`src/rtl/fccc_lock_reset_seq.sv`:
```
// Fabric clock-ready / reset sequencer on the CCC GL0 clock.
// Qualifies a synchronized LOCK, stretches reset, and tracks lock losses seen in RUN.
module fccc_lock_reset_seq #(
  parameter int SYNC_STAGES        = 2,
  parameter int LOCK_STABLE_CYCLES = 1024,
  parameter int RESET_HOLD_CYCLES  = 16,
  parameter int CNT_W              = 16,
  parameter int LOSS_CNT_W         = 8
) (
  input  logic                  GL0,
  input  logic                  RESET,
  input  logic                  LOCK,
  input  logic                  EXT_RST_REQ,
  input  logic                  LOSS_CLR,
  output logic                  FABRIC_RESET_N,
  output logic                  CLK_READY,
  output logic [LOSS_CNT_W-1:0] LOCK_LOSS_CNT,
  output logic                  LOCK_LOST,
  output logic [1:0]            STATE
);

  typedef enum logic [1:0] {
    WAIT_LOCK = 2'b00,
    STABLE    = 2'b01,
    HOLD      = 2'b10,
    RUN       = 2'b11
  } state_t;

  localparam logic [CNT_W-1:0] STABLE_LAST = CNT_W'(LOCK_STABLE_CYCLES - 1);
  localparam logic [CNT_W-1:0] HOLD_LAST   = CNT_W'(RESET_HOLD_CYCLES - 1);
  localparam logic [LOSS_CNT_W-1:0] LOSS_MAX = {LOSS_CNT_W{1'b1}};

  state_t                  state_r;
  state_t                  next_state_s;
  logic [SYNC_STAGES-1:0]  sync_r;
  logic                    lock_s;
  logic [CNT_W-1:0]        cnt_r;
  logic [CNT_W-1:0]        cnt_next_s;
  logic                    loss_s;
  logic                    run_next_s;
  logic [LOSS_CNT_W-1:0]   loss_base_s;
  logic [LOSS_CNT_W-1:0]   loss_cnt_next_s;
  logic                    lost_next_s;
  logic                    fabric_reset_n_r;
  logic                    clk_ready_r;
  logic [LOSS_CNT_W-1:0]   loss_cnt_r;
  logic                    lost_r;

  // LOCK synchronizer chain; LOCK is asynchronous to GL0.
  always_ff @(posedge GL0 or posedge RESET) begin
    if (RESET) begin
      sync_r <= '0;
    end else begin
      sync_r <= {sync_r[SYNC_STAGES-2:0], LOCK};
    end
  end

  assign lock_s = sync_r[SYNC_STAGES-1];

  // State and phase counter register.
  always_ff @(posedge GL0 or posedge RESET) begin
    if (RESET) begin
      state_r <= WAIT_LOCK;
      cnt_r   <= '0;
    end else begin
      state_r <= next_state_s;
      cnt_r   <= cnt_next_s;
    end
  end

  // Next-state logic; a sampled low always wins over soft reset and count completion.
  always_comb begin
    next_state_s = state_r;
    cnt_next_s   = cnt_r;
    loss_s       = 1'b0;
    case (state_r)
      WAIT_LOCK: begin
        if (lock_s) begin
          next_state_s = STABLE;
          cnt_next_s   = '0;
        end else begin
          next_state_s = WAIT_LOCK;
        end
      end
      STABLE: begin
        if (!lock_s) begin
          next_state_s = WAIT_LOCK;
          cnt_next_s   = '0;
        end else if (cnt_r == STABLE_LAST) begin
          next_state_s = HOLD;
          cnt_next_s   = '0;
        end else begin
          cnt_next_s   = cnt_r + CNT_W'(1);
        end
      end
      HOLD: begin
        if (!lock_s) begin
          next_state_s = WAIT_LOCK;
          cnt_next_s   = '0;
        end else if (EXT_RST_REQ) begin
          cnt_next_s   = '0;
        end else if (cnt_r == HOLD_LAST) begin
          next_state_s = RUN;
          cnt_next_s   = '0;
        end else begin
          cnt_next_s   = cnt_r + CNT_W'(1);
        end
      end
      RUN: begin
        if (!lock_s) begin
          next_state_s = WAIT_LOCK;
          loss_s       = 1'b1;
        end else if (EXT_RST_REQ) begin
          next_state_s = HOLD;
          cnt_next_s   = '0;
        end else begin
          next_state_s = RUN;
        end
      end
      default: begin
        next_state_s = WAIT_LOCK;
        cnt_next_s   = '0;
      end
    endcase
  end

  // Output decode: ready follows the next state; clear is applied before the loss increment.
  always_comb begin
    run_next_s  = (next_state_s == RUN);
    loss_base_s = LOSS_CLR ? '0 : loss_cnt_r;
    if (loss_s) begin
      if (loss_base_s == LOSS_MAX) begin
        loss_cnt_next_s = loss_base_s;
      end else begin
        loss_cnt_next_s = loss_base_s + LOSS_CNT_W'(1);
      end
      lost_next_s = 1'b1;
    end else begin
      loss_cnt_next_s = loss_base_s;
      lost_next_s     = LOSS_CLR ? 1'b0 : lost_r;
    end
  end

  // Registered outputs so they switch on the same edge as the state.
  always_ff @(posedge GL0 or posedge RESET) begin
    if (RESET) begin
      fabric_reset_n_r <= 1'b0;
      clk_ready_r      <= 1'b0;
      loss_cnt_r       <= '0;
      lost_r           <= 1'b0;
    end else begin
      fabric_reset_n_r <= run_next_s;
      clk_ready_r      <= run_next_s;
      loss_cnt_r       <= loss_cnt_next_s;
      lost_r           <= lost_next_s;
    end
  end

  assign FABRIC_RESET_N = fabric_reset_n_r;
  assign CLK_READY      = clk_ready_r;
  assign LOCK_LOSS_CNT  = loss_cnt_r;
  assign LOCK_LOST      = lost_r;
  assign STATE          = state_r;

endmodule
```
`config.mk`:
```
export PLATFORM = sky130hd
export DESIGN_NAME = fccc_lock_reset_seq
export DESIGN_NICKNAME = d
export VERILOG_FILES = /design/src/rtl/fccc_lock_reset_seq.sv
export SDC_FILE = /design/constraint.sdc
export NUM_CORES = 1
export LEC_CHECK = 0
export ABC_AREA = 0
export ABC_CLOCK_PERIOD_IN_PS = 2000
export BUFFER_PORTS_ARGS = -buffer_cell sky130_fd_sc_hd__buf_2
export CAP_MARGIN = 20
export CORE_UTILIZATION = 40
export CTS_CLUSTER_DIAMETER = 120
export DETAILED_ROUTE_END_ITERATION = 12
export PLACE_DENSITY = 0.72
export SLEW_MARGIN = 30
export SYNTH_ARGS = -nofsm -noshare
export SYNTH_HDL_FRONTEND = slang
export SYNTH_SLANG_ARGS = --single-unit
```
`constraint.sdc`:
```
create_clock -name GL0 -period 2 [get_ports GL0]
set_input_delay 0.2 -clock GL0 [delete_from_list [all_inputs] [get_ports GL0]]
set_output_delay 0.2 -clock GL0 [all_outputs]
set_load 0.02 [all_outputs]
```
==> results.md, run 1 <==
- Status: complete, but fails checks
- Violated checks: negative setup slack
- Chip height: 67.9 um
- TritonCTS clock tree: yes
- Worst Path Buf+Inv: 1
- Post-synthesis sequential area ratio: 43.3%
- Main combinational cell family by area after synthesis: simple AND/OR/NAND/NOR gates
- N_diodes: 0
- CP Cell Sequence: or4_4 -> nor4_4 -> o22ai_4 -> buf_12 -> a21o_1 -> a21o_1
- Vias in the first global route: 1384
- Cell mode on critical path: a21o_1
- FP Rows: 23
- DR iter-0 viols: 97
- Initial cell density of the core: around 42%
- Max stage delay on crit path: around 580 ps
- Startpoint Class: register
- Post-synthesis adder-cell area fraction: 5.05%
- RSZ-0062 raised after global routing: yes
- Mapped Area: 1740 sq um
- Leakage: approximately 1 nW
- Final min period: 2020 ps
- TritonCTS Buffers: 5
- Post-route cell area: roughly 2200 sq um
- Core Box Area: ~4000 sq um
- Met3 WL: between 100 and 150 um
- Worst Tran Pin Value: 541 ps
- Kind of critical path: register to register
- Worst-path fanout max: 11
- Post-synth cell types: 42
- Total vias in the final route: between 1500 and 2000
- Worst Hold Class: input port to register
- WL met2: 1740 um
- First-pass GRT wire length: 6270 um
- Post-Route WL: 3730 um
- Max Slew Vio Count: 0
- Max_slew headroom: 63.9%
- Number of synthesized register bits: 30
- Mapped Cells: approximately 180
- Mapped Nets: 195
- Gpl congestion: 0.841
- Initial antenna violation count: 0
- Placed Area: a little over 2000 sq um
- Main synth FF type: dfrtp_1
- Worst Path Required: 2180 ps
- Mux cell area share after synthesis: 2.38%
- Grt total ovfl: 0
- Final worst-path cycle share: 101%
- Ports: 18
- Post-synthesis compound-gate area fraction: ~14%
- Share of cells above drive strength 1: 26.9%
- Highest metal used: met4
- Layout area overhead: 25.9%
- Port Buffer Count: 17
- HP Start: LOCK
- Largest net degree at the start of global routing: 31
- Count of final hold-check violations: 0
- Wire per inst: 13.5 um
- Setup ws final: -23.8 ps
- Clk buf depth: 2
- Crit path DAT: 2200 ps
- WL met1: about 1800 um
- Nets: 238
- DR vias/cell: around 5.4
- Worst r2r src: cnt_r[11]
- Synth Warn #: 0
- Fmax: 494 MHz
- Chip width: 67.9 um
- CTS H-tree lvls: 2
- Final setup viols: 2
- Post-synth ARST share: 100%
- Sinks on Clock Net: 30
- Tot GR Track Use: approximately a fifth
- Syn Area/Cell: 9.48 sq um
- Clk_skew: 10.6 ps
- Die area: 4610 sq um
- DRC viols: 0
- Worst skew pair latency: ~290 ps
- Overall power: 0.00128 W
- Worst Setup End Kind: register
- Crit path max-delay cell type: or4_4
- Clk slew on worst S/H paths: 60 ps
- Post-synthesis xor/xnor area fraction: under 10%
- First-pass DRT Iterations: 4
- CP top delay family: simple AND/OR/NAND/NOR gates
- CP startpoint: cnt_r[11]
- Final ANT Viol Nets: 0
- Max-cap violation count: 0
- Hpwl dp: 2670 um
- CTS root buf: clkbuf_8
- Worst vdd ir: between 400 and 500 uV
- Simple-gate area share of the yosys netlist: 28.2%
- PwrDens: 586 nW/um^2
- EDFF count, synth: 0
==> power breakdown <==
group | switching [W] | leakage (nW) | internal [W]
clock | 0.000230 | 0.0575 | 0.000347
sequential | 0.00000489 | 0.413 | 0.000611
combinational | 0.0000519 | 0.553 | 0.0000355
total | 0.000287 | 1.02 | 0.000994
==> final timing paths <==
check	depth (start not counted)	end	slack, ps
worst max-delay path	6	cnt_r[14]	-20
worst min-delay path	1	sync_r[0]	20
worst max register to register	6	cnt_r[14]	-20
worst min register to register	0	sync_r[1]	350
max in group asynchronous	4	sync_r[0]	1180
min in group asynchronous	4	LOCK_LOSS_CNT[1]	530
==> routing by layer <==
layer  GRT usage [%]  up-vias
met5               0        -
met4            9.90        0
met3            5.00       11
met2            30.9       35
met1            22.8      708
li1                -      748
==> Yosys cell counts, types with 2 or more instances <==
library cell / count / share of area (%)
a21o_1: 3 / 1.3
a21oi_1: 7 / 2.0
a31oi_1: 4 / 1.4
and2_1: 2 / 0.72
and3_1: 4 / 1.4
and4_1: 2 / 1.0
buf_6: 2 / 1.3
clkbuf_1: 3 / 0.65
dfrtp_1: 30 / 43
ha_1: 7 / 5.0
inv_1: 9 / 1.9
mux2i_1: 3 / 1.7
nand2_1: 27 / 5.8
nand2b_1: 4 / 1.4
nand3_1: 17 / 4.9
nand4_1: 7 / 2.5
nand4b_1: 2 / 1.0
nor2_1: 6 / 1.3
nor2b_1: 6 / 2.2
nor4_4: 2 / 2.5
o211ai_1: 3 / 1.3
o21a_1: 2 / 0.86
o21ai_0: 3 / 0.86
o22ai_1: 3 / 1.1
o311ai_0: 3 / 1.5
o31ai_1: 3 / 1.3
xnor2_1: 4 / 2.0
==> metrics by stage <==
stage | hold WS (ps) | setup slack (ps) | TNS (ps) | util [%] | instances
floorplan | 231 | 4.76 | 0 | - | 183
global placement | 300 | 19.3 | 0 | 49.6 | 267
detailed placement | 305 | -30.3 | -33.7 | 49.6 | 267
CTS | 14.6 | -20.8 | -32.2 | 52.6 | 276
global route | 14.5 | -111 | -772 | 53.5 | 277
finish | 24.3 | -23.8 | -42.0 | 53.5 | 277
==> layout make-up <==
type	count	area, sq um
clock buffers	8	110
multi-input cells	138	932
fillers	372	1900
inverters	9	33.8
flip-flops and latches	30	751
well taps	50	62.6
repair buffers	42	295
==> registers in the layout, indices dropped and copies added (netlist names) <==
| register | count |
|---|---|
| LOCK_LOSS_CNT | 8 |
| CLK_READY | 1 |
| STATE | 2 |
| sync_r | 2 |
| LOCK_LOST | 1 |
| cnt_r | 16 |
==> cells in the final DEF, fill, tap and decap left out, types with 3 or more instances in the layout <==
cell type and count:
a21o_1 3, a21oi_1 6, a31oi_1 4, and3_1 4, buf_2 17, buf_4 21, clkbuf_8 8, dfrtp_1 30
ha_1 7, inv_1 8, mux2i_1 3, nand2_1 26, nand2b_1 4, nand3_1 17, nand4_1 7, nor2_1 6
nor2b_1 4, o211ai_1 3, o22ai_1 3, o31ai_1 3, xnor2_1 4
==> kinds of logic after synthesis <==
logic type               count (synthesis)
AO/OA/AOI/OAI                           36
XOR/XNOR                                 5
multiplexers                             4
adder cells (fa/ha/maj)                  7
buffers and inverters                   15
flip-flops                              30
AND/OR/NAND/NOR                         86
==> repair_timing <==
| item | in CTS | in global routing |
|---|---|---|
| gates resized for setup | 1 | 11 |
| setup buffers | 0 | 1 |
| endpoints found under the setup margin | 4 | 17 |
| hold buffers | 1 | 0 |
| pin swaps | 0 | 3 |
| endpoints found under the hold margin | 23 | 0 |
No activity file was read; power rests on OpenSTA's default activity.
==> run 2, diff against run 1 <==
- SKIP_CTS_REPAIR_TIMING: not set -> 1
==> results.md, run 2 (synthesized netlist as in run 1, its figures left out) <==
- Post-Layout Cell Count: 276 (was 277)
- RSZ-0062 raised after global routing: yes (unchanged)
- Max-cap violation count: 0 (unchanged)
- Initial antenna violation count: 0 (unchanged)
- CP top delay family: simple AND/OR/NAND/NOR gates (unchanged)
- First-pass GRT wire length: 6260 um (was 6270 um)
- Clk_skew: 10.6 ps (about the same)
- Max stage delay on crit path: 580 ps (about the same)
- R2R Path End: cnt_r[14] (unchanged)
- Biggest register: cnt_r (unchanged)
- Leakage: 1.02 nW (about the same)
- Crit path DAT: 2200 ps (about the same)
- Sinks on Clock Net: 30 (unchanged)
- Layout area overhead: 25.3% (was 25.9%)
- Fmax: 494 MHz (about the same)
- PwrDens: 588 nW/um^2 (was 586 nW/um^2)
- Fillers: 372 (unchanged)
- Ports: 18 (unchanged)
- CTS root buf: clkbuf_8 (unchanged)
- Max reg flops: 16 (unchanged)
- Most frequent cells in the layout: dfrtp_1, nand2_1, buf_4 (unchanged)
- Final ANT Viol Nets: 0 (unchanged)
- Commonest non-fill, non-tap cell in the layout: dfrtp_1 (unchanged)
- Nets: 237 (was 238)
- Kind of critical path: register to register (unchanged)
- Worst skew pair latency: 290 ps (about the same)
- Post-Route WL: 3730 um (about the same)
- Switching pwr: 0.000287 W (about the same)
- Vias in the first global route: 1368 (was 1384)
- Worst Setup End Kind: register (unchanged)
- Worst Path Required: 2180 ps (about the same)
- Sw Share: 22.4% (about the same)
- Worst Tran Pin Value: 539 ps (was 541 ps)
- Final worst-path cycle share: 101% (about the same)
- Share of cells above drive strength 1: 27.0% (was 26.9%)
- Hold WS: -27.7 ps (was 24.3 ps)
- Worst Hold Class: input port to asynchronous set/reset pin (was input port to register)
- Crit path max-delay cell type: or4_4 (unchanged)
- Grt peak-use layer: met2 (unchanged)
- DRC viols: 0 (unchanged)
- Worst Path Buf+Inv: 1 (unchanged)
- DR iter-0 viols: 89 (was 97)
- Initial cell density of the core: 42.5% (unchanged)
- Worst r2r src: cnt_r[11] (unchanged)
- Gpl congestion: 0.841 (unchanged)
- Placed insts: 267 (unchanged)
- Count of final hold-check violations: 30 (was 0)
- Worst vdd ir: 401 uV (about the same)
- Internal Power: 0.000993 W (was 0.000994 W)
- Largest net degree at the start of global routing: 31 (unchanged)
- Met1 Track Usage GR: 22.7% (was 22.8%)
- Setup ws final: -23.2 ps (was -23.8 ps)
- Worst-path fanout max: 11 (unchanged)
- Clk buf depth: 2 (unchanged)
- Clk pwr share: 45.1% (about the same)
- Grt total ovfl: 0 (unchanged)
- TritonCTS clock tree: yes (unchanged)
- DR vias/cell: 5.41 (was 5.42)
- Total vias in the final route: 1494 (was 1502)
- Wire per inst: 13.5 um (about the same)
- Core Box Area: 4090 sq um (unchanged)
- Violated checks: negative hold slack, negative setup slack (was negative setup slack)
- Port Buffer Count: 17 (unchanged)
- Max Slew Vio Count: 0 (unchanged)
- Tot GR Track Use: 18.9% (was 19.0%)
- Met3 Usage GRT: 5.00% (unchanged)
- Share of power burned in registers: 48.2% (was 48.1%)
- Max_slew headroom: 64.0% (was 63.9%)
- TritonCTS Buffers: 5 (unchanged)
- Combinational power share: 6.7% (was 6.8%)
- Hpwl dp: 2670 um (unchanged)
- Cell mode on critical path: a21o_1 (unchanged)
- Chip width: 67.9 um (unchanged)
- Die area: 4610 sq um (unchanged)
- Startpoint Class: register (unchanged)
- R2r worst-path depth: 6 (unchanged)
- Met2 usage: 31.1% (was 30.9%)
- Final setup viols: 2 (unchanged)
- CP Cell Sequence: or4_4 -> nor4_4 -> o22ai_4 -> buf_12 -> a21o_1 -> a21o_1 (unchanged)
- FP Rows: 23 (unchanged)
- First-pass DRT Iterations: 4 (unchanged)
- Chip height: 67.9 um (unchanged)
- Final min period: 2020 ps (about the same)
- Core Util, Final: 53.2% (was 53.5%)
- N_diodes: 0 (unchanged)
- Status: complete, but fails checks (unchanged)
- Flop2flop setup slack: -20 ps (about the same)
- Clk slew on worst S/H paths: 70 ps (was 60 ps)
- CTS H-tree lvls: 2 (unchanged)
## run 2: cell count changes in the layout (fill, tap and decap cells not counted)
cell / change
dlygate4sd3_1: -1
## run 2: worst min-delay path, stage by stage
cell	delay, ps
buf_2	90
inv_1	40
buf_4	340
## run 2: routing by layer
layer,vias up,routed length (um)
met4,0,103
met3,11,138
li1,746,-
met5,-,0
met1,696,1750
met2,41,1740
## run 2: stage by stage
step	power, W	TNS, ps	area [sq um]	setup WS [ps]
finish	0.00128	-42.8	2170	-23.2
global route	0.00134	-773	2170	-111
CTS	0.00129	-57.9	2140	-27.7
detailed placement	0.000710	-33.7	2030	-30.3
global placement	0.000708	0	2030	19.3
floorplan	0.000676	0	1740	4.76
## run 2: worst max path at each step
stage               slack [ps]        end      start  cells after the start
floorplan                    5   cnt_r[9]  cnt_r[10]                      7
global placement            20  cnt_r[13]   STATE[0]                      8
detailed placement         -30  cnt_r[13]   STATE[0]                      8
CTS                        -30  cnt_r[15]  cnt_r[15]                      6
global route              -110  cnt_r[14]  cnt_r[11]                      6
finish                     -20  cnt_r[14]  cnt_r[11]                      6
## run 2: power groups by stage
stage / Combinational, W / Clock [W] / Sequential (W)
after floorplan: 0.0000467 / 0 / 0.000629
after global placement: 0.0000816 / 0 / 0.000627
after detailed placement: 0.0000829 / 0 / 0.000627
after CTS: 0.0000826 / 0.000594 / 0.000616
after global routing: 0.0000957 / 0.000624 / 0.000617
final: 0.0000858 / 0.000577 / 0.000616
## run 2: area by class of cell
cell class	count	area [sq um]	area share, %
clock buffer	8	110	5.06
sequential	30	751	34.5
inverter	9	33.8	1.55
tap	50	62.6	2.88
timing repair buffer	41	285	13.1
multi-input combinational	138	932	42.9
